===== src/rtl/mem_bus_arbiter_pkg.sv =====
// Shared definitions for the two-port external memory bus arbiter.
package mem_bus_arbiter_pkg;

  localparam int ADDR_W_DEF = 16;
  localparam int DATA_W_DEF = 8;

  localparam int ST_IDLE_IDX   = 0;
  localparam int ST_ACCESS_IDX = 1;
  localparam int ST_TURN_IDX   = 2;

  typedef enum logic [2:0] {
    ST_IDLE   = 3'(1 << ST_IDLE_IDX),
    ST_ACCESS = 3'(1 << ST_ACCESS_IDX),
    ST_TURN   = 3'(1 << ST_TURN_IDX)
  } state_e;

  localparam logic PORT_FETCH = 1'b0;
  localparam logic PORT_DATA  = 1'b1;

endpackage


===== src/rtl/mem_bus_arbiter_arb_pick.sv =====
// Grant select: data port first, unless fetch has waited out a full data burst.
module mem_bus_arbiter_arb_pick
  import mem_bus_arbiter_pkg::*;
#(
  parameter int MAX_DATA_BURST = 3,
  parameter int BURST_W        = 2
) (
  input  logic               f_req_i,
  input  logic               d_req_i,
  input  logic [BURST_W-1:0] burst_i,
  output logic               grant_o
);

  localparam logic [BURST_W-1:0] BURST_MAX = BURST_W'(MAX_DATA_BURST);

  always_comb begin
    if (d_req_i && !(f_req_i && (burst_i == BURST_MAX))) grant_o = PORT_DATA;
    else                                                grant_o = PORT_FETCH;
  end

endmodule


===== src/rtl/mem_bus_arbiter.sv =====
// Shares the external address/data bus between the fetch and data ports,
// running each transfer as ACC_CYC enable clocks followed by one turnaround clock.
module mem_bus_arbiter
  import mem_bus_arbiter_pkg::*;
#(
  parameter int ADDR_W         = ADDR_W_DEF,
  parameter int DATA_W         = DATA_W_DEF,
  parameter int ACC_CYC        = 2,
  parameter int MAX_DATA_BURST = 3
) (
  input  logic              clk,
  input  logic              rst_n,
  input  logic              f_req,
  input  logic [ADDR_W-1:0] f_addr,
  output logic              f_ack,
  output logic [DATA_W-1:0] f_rdata,
  input  logic              d_req,
  input  logic              d_we,
  input  logic [ADDR_W-1:0] d_addr,
  input  logic [DATA_W-1:0] d_wdata,
  output logic              d_ack,
  output logic [DATA_W-1:0] d_rdata,
  output logic [ADDR_W-1:0] addr_bus,
  output logic [DATA_W-1:0] data_out,
  input  logic [DATA_W-1:0] data_in,
  output logic              read_en,
  output logic              write_en,
  output logic              bus_busy
);

  localparam int CNT_W   = (ACC_CYC > 1) ? $clog2(ACC_CYC) : 1;
  localparam int BURST_W = $clog2(MAX_DATA_BURST + 1);
  localparam logic [CNT_W-1:0]   CNT_LOAD  = CNT_W'(ACC_CYC - 1);
  localparam logic [BURST_W-1:0] BURST_MAX = BURST_W'(MAX_DATA_BURST);

  state_e              state_q, state_d;
  logic [CNT_W-1:0]    cnt_q, cnt_d;
  logic [BURST_W-1:0]  burst_q, burst_d;
  logic                port_q, port_d;
  logic [ADDR_W-1:0]   addr_q, addr_d;
  logic [DATA_W-1:0]   wdata_q, wdata_d;
  logic                read_en_q, read_en_d;
  logic                write_en_q, write_en_d;
  logic                ack_q, ack_d;
  logic [DATA_W-1:0]   f_rdata_q, f_rdata_d;
  logic [DATA_W-1:0]   d_rdata_q, d_rdata_d;
  logic                grant;

  mem_bus_arbiter_arb_pick #(
    .MAX_DATA_BURST (MAX_DATA_BURST),
    .BURST_W        (BURST_W)
  ) u_arb_pick (
    .f_req_i (f_req),
    .d_req_i (d_req),
    .burst_i (burst_q),
    .grant_o (grant)
  );

  always_ff @(posedge clk or negedge rst_n) begin
    if (!rst_n) begin
      state_q    <= ST_IDLE;
      cnt_q      <= '0;
      burst_q    <= '0;
      port_q     <= PORT_FETCH;
      addr_q     <= '0;
      wdata_q    <= '0;
      read_en_q  <= 1'b0;
      write_en_q <= 1'b0;
      ack_q      <= 1'b0;
      f_rdata_q  <= '0;
      d_rdata_q  <= '0;
    end else begin
      state_q    <= state_d;
      cnt_q      <= cnt_d;
      burst_q    <= burst_d;
      port_q     <= port_d;
      addr_q     <= addr_d;
      wdata_q    <= wdata_d;
      read_en_q  <= read_en_d;
      write_en_q <= write_en_d;
      ack_q      <= ack_d;
      f_rdata_q  <= f_rdata_d;
      d_rdata_q  <= d_rdata_d;
    end
  end

  always_comb begin
    state_d    = state_q;
    cnt_d      = cnt_q;
    burst_d    = burst_q;
    port_d     = port_q;
    addr_d     = addr_q;
    wdata_d    = wdata_q;
    read_en_d  = read_en_q;
    write_en_d = write_en_q;
    ack_d      = 1'b0;
    f_rdata_d  = f_rdata_q;
    d_rdata_d  = d_rdata_q;
    unique case (state_q)
      ST_IDLE: begin
        if (f_req || d_req) begin
          port_d = grant;
          addr_d = (grant == PORT_DATA) ? d_addr : f_addr;
          if (grant == PORT_DATA && d_we) begin
            wdata_d    = d_wdata;
            write_en_d = 1'b1;
          end else begin
            read_en_d = 1'b1;
          end
          // Burst count only tracks data grants that made a pending fetch wait.
          if (grant == PORT_DATA && f_req)
            burst_d = (burst_q == BURST_MAX) ? burst_q : burst_q + 1'b1;
          else
            burst_d = '0;
          cnt_d   = CNT_LOAD;
          state_d = ST_ACCESS;
        end
      end
      ST_ACCESS: begin
        if (cnt_q == '0) begin
          if (read_en_q) begin
            if (port_q == PORT_DATA) d_rdata_d = data_in;
            else                     f_rdata_d = data_in;
          end
          read_en_d  = 1'b0;
          write_en_d = 1'b0;
          ack_d      = 1'b1;
          state_d    = ST_TURN;
        end else begin
          cnt_d = cnt_q - 1'b1;
        end
      end
      ST_TURN: begin
        state_d = ST_IDLE;
      end
      default: begin
        read_en_d  = 1'b0;
        write_en_d = 1'b0;
        state_d    = ST_IDLE;
      end
    endcase
  end

  assign f_ack    = ack_q && (port_q == PORT_FETCH);
  assign d_ack    = ack_q && (port_q == PORT_DATA);
  assign f_rdata  = f_rdata_q;
  assign d_rdata  = d_rdata_q;
  assign addr_bus = addr_q;
  assign data_out = wdata_q;
  assign read_en  = read_en_q;
  assign write_en = write_en_q;
  assign bus_busy = state_q[ST_ACCESS_IDX] | state_q[ST_TURN_IDX];

endmodule


===== config.mk =====
export PLATFORM = sky130hd
export DESIGN_NAME = mem_bus_arbiter
export DESIGN_NICKNAME = d
export VERILOG_FILES = /design/src/rtl/mem_bus_arbiter_pkg.sv /design/src/rtl/mem_bus_arbiter_arb_pick.sv /design/src/rtl/mem_bus_arbiter.sv
export SDC_FILE = /design/constraint.sdc
export NUM_CORES = 1
export LEC_CHECK = 0
export CAP_MARGIN = 25
export CORE_ASPECT_RATIO = 0.7
export CORE_MARGIN = 1
export CORE_UTILIZATION = 49
export DETAILED_ROUTE_END_ITERATION = 8
export DONT_BUFFER_PORTS = 1
export MAX_ROUTING_LAYER = met4
export PLACE_DENSITY = 0.61
export SETUP_SLACK_MARGIN = 0.3
export SLEW_MARGIN = 20
export SYNTH_ARGS = -nofsm -noshare
export SYNTH_HDL_FRONTEND = slang
export SYNTH_SLANG_ARGS = --single-unit

===== constraint.sdc =====
create_clock -name clk -period 2.9 [get_ports clk]
set_clock_uncertainty 0.15 [all_clocks]
set_input_delay 0.29 -clock clk [delete_from_list [all_inputs] [get_ports clk]]
set_output_delay 0.29 -clock clk [all_outputs]
set_load 0.02 [all_outputs]

; ---- Yosys cells after proc, flatten, opt, wreduce, memory -nomap -nowiden
; Index checks and enable logic that the tools add are counted.
[op_classes]
bitwise = 4
n_eq_ne = 9
reduce_logical = 18
mux = 19
add_sub_neg = 2
[ops]
columns = operator, n
row1 = $mux 16, 1
row2 = $reduce_and 4->1, 4
row3 = $mux 1, 10
row4 = $ne 2x2->1 const B, 5
row5 = $logic_and 1x1->1, 6
row6 = $mux 3, 2
row7 = $pmux 1 s3, 2
row8 = $pmux 3 s2, 1
row9 = $reduce_and 2->1, 3
row10 = $reduce_and 3->1, 2
row11 = $mux 2, 2
row12 = $eq 3x1->1 const B, 1
row13 = $eq 3x2->1 const B, 1
row14 = $eq 3x3->1 const B, 1
row15 = $not 1->1, 3
row16 = $add 2x1->2 const B, 1
row17 = $eq 2x2->1 const B, 1
row18 = $pmux 1 s2, 1
row19 = $reduce_bool 2->1, 1
row20 = $logic_not 1->1, 1
row21 = $logic_or 1x1->1, 1
row22 = $or 1x1->1, 1
row23 = $sub 1x1->1 const B, 1
[word_totals]
reg_bits = 50
input_bits = 53

; ---- Logic depth before layout (Yosys ltp)
[logic_depth]
depth_word = 9
depth_mapped = 6
ltp_nobuf = 4

; ---- By module
; From an unflattened synthesis, not the netlist that was laid out.
[hier_totals]
hier_cells = 180
hier_area_um2 = 2229.6
[modules_own_cells]
columns = module, seq_area_each_um2, cells_each, area_each_um2, n_inst
row1 = mem_bus_arbiter, 1252.5, 178, 2219.6, 1
row2 = mem_bus_arbiter_arb_pick, 0.0, 2, 10.0, 1

; ---- Worst setup path before layout
; Ideal clock, no wire load.
[synth_path]
path_kind = flip-flop to flip-flop
startpoint = reg burst_q[0]
endpoint = reg wdata_q[0] (netlist: data_out[0])
path_buffers = 0
required_time_ns = 2.625
synth_period_minus_slack_ns = 1.683
t_arrival_ns = 1.408
stages_incl_launch_ff = 5
path_slack_ns = 1.217
cell_sequence = dfrtp_1 ha_1 a21boi_2 nand4_4 mux2_2
[synth_between]
elab_chain_len = 7
[synth_lines]
columns = item, line_no
row1 = start: declaration, mem_bus_arbiter.sv:38  ; logic [BURST_W-1:0] burst_q, burst_d;
row2 = start signal: assignment, mem_bus_arbiter.sv:75  ; burst_q <= burst_d;
row3 = $eq 2x2->1, mem_bus_arbiter_arb_pick.sv:17  ; if (d_req_i && !(f_req_i && (burst_i == BURST_MAX))) grant_o = PORT_DATA;
row4 = $logic_and 1x1->1, mem_bus_arbiter_arb_pick.sv:17
row5 = $logic_not 1->1, mem_bus_arbiter_arb_pick.sv:17
row6 = $logic_and 1x1->1, mem_bus_arbiter_arb_pick.sv:17
row7 = $mux 1, mem_bus_arbiter_arb_pick.sv:17
row8 = $logic_and 1x1->1, mem_bus_arbiter.sv:104  ; if (grant == PORT_DATA && d_we) begin
row9 = $reduce_and 3->1 (no line), --
row10 = end signal: assignment, mem_bus_arbiter.sv:78  ; wdata_q <= wdata_d;
row11 = end: declaration, mem_bus_arbiter.sv:41  ; logic [DATA_W-1:0] wdata_q, wdata_d;
; No other way between the ends.
; A chain may end at the register's enable or synchronous reset.

; ---- Final worst setup path
[layout_path]
startpoint = reg state_q[0]
endpoint = reg addr_q[3] (netlist: addr_bus[3])
[layout_between]
elab_chain_len = 2
[layout_lines]
columns = item, line_no
row1 = start: declaration, mem_bus_arbiter.sv:36  ; state_e state_q, state_d;
row2 = start signal: assignment, mem_bus_arbiter.sv:73  ; state_q <= state_d;
row3 = $eq 3x1->1, mem_bus_arbiter.sv:99  ; unique case (state_q)
row4 = $reduce_and 2->1 (no line), --
row5 = end signal: assignment, mem_bus_arbiter.sv:77  ; addr_q <= addr_d;
row6 = end: declaration, mem_bus_arbiter.sv:40  ; logic [ADDR_W-1:0] addr_q, addr_d;
; No other way between the ends.

==> impl_metrics.toml <==
[setup_path]
crit_start = "state_q[0]$_DFFE_PN1P_"
slowest_stage = "dfstp_2"
critPathArrivalTime_ps = 2180
r2r_start = "state_q[0]$_DFFE_PN1P_"
cp-end-kind = "register"
cpPeakStageDelay_ps = 600
worstSetupPathType = "register to register"
critPathTopFamily = "simple AND/OR/NAND/NOR gates"
path_buf_inv = 0
path_max_fanout = 17
cp-start-kind = "register"
required_ps = 2890
path_cells = "nor3b_4, and2_1, a31oi_1"

[clock_network]
cts_buffers = 5
clock-sinks = 50
htreeDepth = 2
clk_latency_ps = 300
cts_root_buf = "clkbuf_8"
cts_tree = "yes"
clockBufferDepth = 2
post_cts_buffers = 0
hold_buffers = 50
cts_resized = 0
path_clk_slew_ps = 90

[routing]
ant_nets = 0
drt_pass1_iterations = 4
vias = 1635
drc = 0
drtIter0Drc = 96
via_per_inst = 5.78
routedWlPerCell_um = 17.9
totalWireLength_um = 5070

[global_route]
overflow = 0
grt_max_degree = 51
grt_first_pass_wirelength_um = 8230
grt_pass1_vias = 1735
grt_util_all_layers_pct = 25.0
antenna_found_initial = 0

[sta]
min_period_over_period_pct = 75.5
hold_viol = 0
fmax_ghz = 0.456
finalMaxSlewViolations = 0
tightest_slew_ps = 597
finalSetupViolations = 0
hold_ws_ps = 108
min_period_ps = 2190
rsz0062_at_grt = "no"
relSlewSlack_pct = 60.2
setup_tns_ps = 0

[synthesis]
yosysSeqAreaShare_pct = 58.5
synth_area_sq_um = 2140
syn_nets = 234
syn_area_per_cell_sq_um = 11.9
synthCells = 180
synth_seq_cells = 50
yosys_warnings = 0
synth_cell_types = 29

[power]
finalPower_w = 0.00280
ir_drop_uv = 652
power_leakage_nw = 1.19
powerDensity_nw_per_um2 = 1000

[floorplan]
chipWidth_um = 81.0
core_sq_um = 4040
io_pins = 98
fp.dieH_um = 57.3
die_area_sq_um = 4640
num_rows = 19
start_util_pct = 52.9

[cells_and_area]
drive_above_1_share_pct = 19.5
instances_no_fill = 283
area_growth_pct = 30.2
nNetsFinal = 284
antenna_cells = 0

[run_status]
outcome = "completed"

[placement]
port_buffers = 0
gp_congestion = 0.752
hpwl_um = 3080
dp_cells = 225

[flow_run]
cap_violations = 0

[worst_hold_path]
hp-start = "d_we"
min_path_type = "primary input to register"
[cell families (layout without fill, tap and decap cells)]
| group | Yosys count | in the layout | share of synthesized area (%) |
|---|---|---|---|
| AO/OA/AOI/OAI | 41 | 41 | 11.6 |
| adder cells (fa/ha/maj) | 1 | 1 | 0.585 |
| buffers and inverters | 12 | 63 | 2.57 |
| flip-flops | 50 | 50 | 58.5 |
| multiplexers | 25 | 25 | 13.2 |
| AND/OR/NAND/NOR | 51 | 51 | 13.5 |
[power by group]
part	internal (W)	switching [W]
sequential	0.00104	0.000633
combinational	0.000370	0.000347
clock	0.000193	0.000217
total	0.00160	0.00120
[path summary, 6_finish.rpt]
check	to	slack [ps]	cells after the start
worst max-delay path	addr_bus[3]$_DFFE_PN0P_	710	3
worst min-delay path	write_en$_DFFE_PN0P_	110	2
worst max register to register	addr_bus[3]$_DFFE_PN0P_	710	3
worst min register to register	burst_q[1]$_DFFE_PN0P_	370	1
max in group asynchronous	state_q[0]$_DFFE_PN1P_	1990	2
min in group asynchronous	addr_bus[3]$_DFFE_PN0P_	350	2
[Yosys cell counts]
cell      number  area [sq um]
a211oi_1       1          7.51
a21bo_2        1          10.0
a21boi_2       1          11.3
a21oi_1       18          90.1
a22o_1         2          17.5
a31oi_1       16           100
and2_1         2          12.5
and4b_1        1          10.0
buf_2          5          25.0
buf_4          1          7.51
clkbuf_1       3          11.3
dfrtp_1       49          1230
dfstp_2        1          26.3
ha_1           1          12.5
inv_1          3          11.3
mux2_2        25           282
nand2_1       35           131
nand3_2        1          10.0
nand3b_2       1          11.3
nand4_4        1          21.3
nor2_1         2          7.51
nor2b_1        1          6.26
nor3b_1        2          15.0
nor3b_4        1          18.8
nor4b_1        1          8.76
nor4b_4        1          23.8
o211ai_1       1          7.51
o21ai_0        1          5.00
or2_2          2          12.5
[state kept, by name, indices dropped and copies added, names as in the netlist]
name	cells
port_q	1
write_en	1
burst_q	2
addr_bus	16
state_q	3
data_out	8
read_en	1
d_rdata	8
cnt_q	1
ack_q	1
f_rdata	8
[metal layers]
metal / vias up / routed length, um / part of all wire (%) / global-route usage (%)
met5: - / 0 / 0 / -
li1: 734 / - / - / -
met3: 21 / 270 / 5.3 / 5.12
met1: 802 / 2050 / 40 / 28.2
met2: 78 / 2570 / 51 / 42.4
met4: 0 / 180 / 3.6 / 12.0
[layout make-up]
class                   count  area (sq um)
flip-flops and latches     50          1250
fillers                   282          1260
inverters                   3          11.3
multi-input cells         118           832
clock buffers               7          86.3
clock inverters             1          5.00
well taps                  52          65.1
repair buffers             52           533
[stage by stage]
| step | utilization [%] | setup WS [ps] | instance area, sq um |
|---|---|---|---|
| 6_report | 68.9 | 709 | 2790 |
| 5_1_grt | 68.9 | 589 | 2790 |
| 4_1_cts | 68.9 | 742 | 2790 |
| 3_5_place_dp | 53.8 | 721 | 2180 |
| 3_3_place_gp | 53.8 | 842 | 2180 |
| 2_1_floorplan | - | 1220 | 2140 |
[placed cells by master, fill, tap and decap left out]
cell type      instances
a211oi_1               1
a21bo_2                1
a21boi_2               1
a21oi_1               18
a22o_1                 2
a31oi_1               16
and2_1                 2
and4b_1                1
buf_16                 1
buf_4                  2
clkbuf_1               1
clkbuf_8               6
clkinv_2               1
dfrtp_1               49
dfstp_2                1
dlygate4sd3_1         49
ha_1                   1
inv_1                  3
mux2_2                25
nand2_1               35
nand3_2                1
nand3b_2               1
nand4_4                1
nor2_1                 2
nor2b_1                1
nor3b_1                2
nor3b_4                1
nor4b_1                1
nor4b_4                1
o211ai_1               1
o21ai_0                1
or2_2                  2
Power figures use the tool's default switching activity.
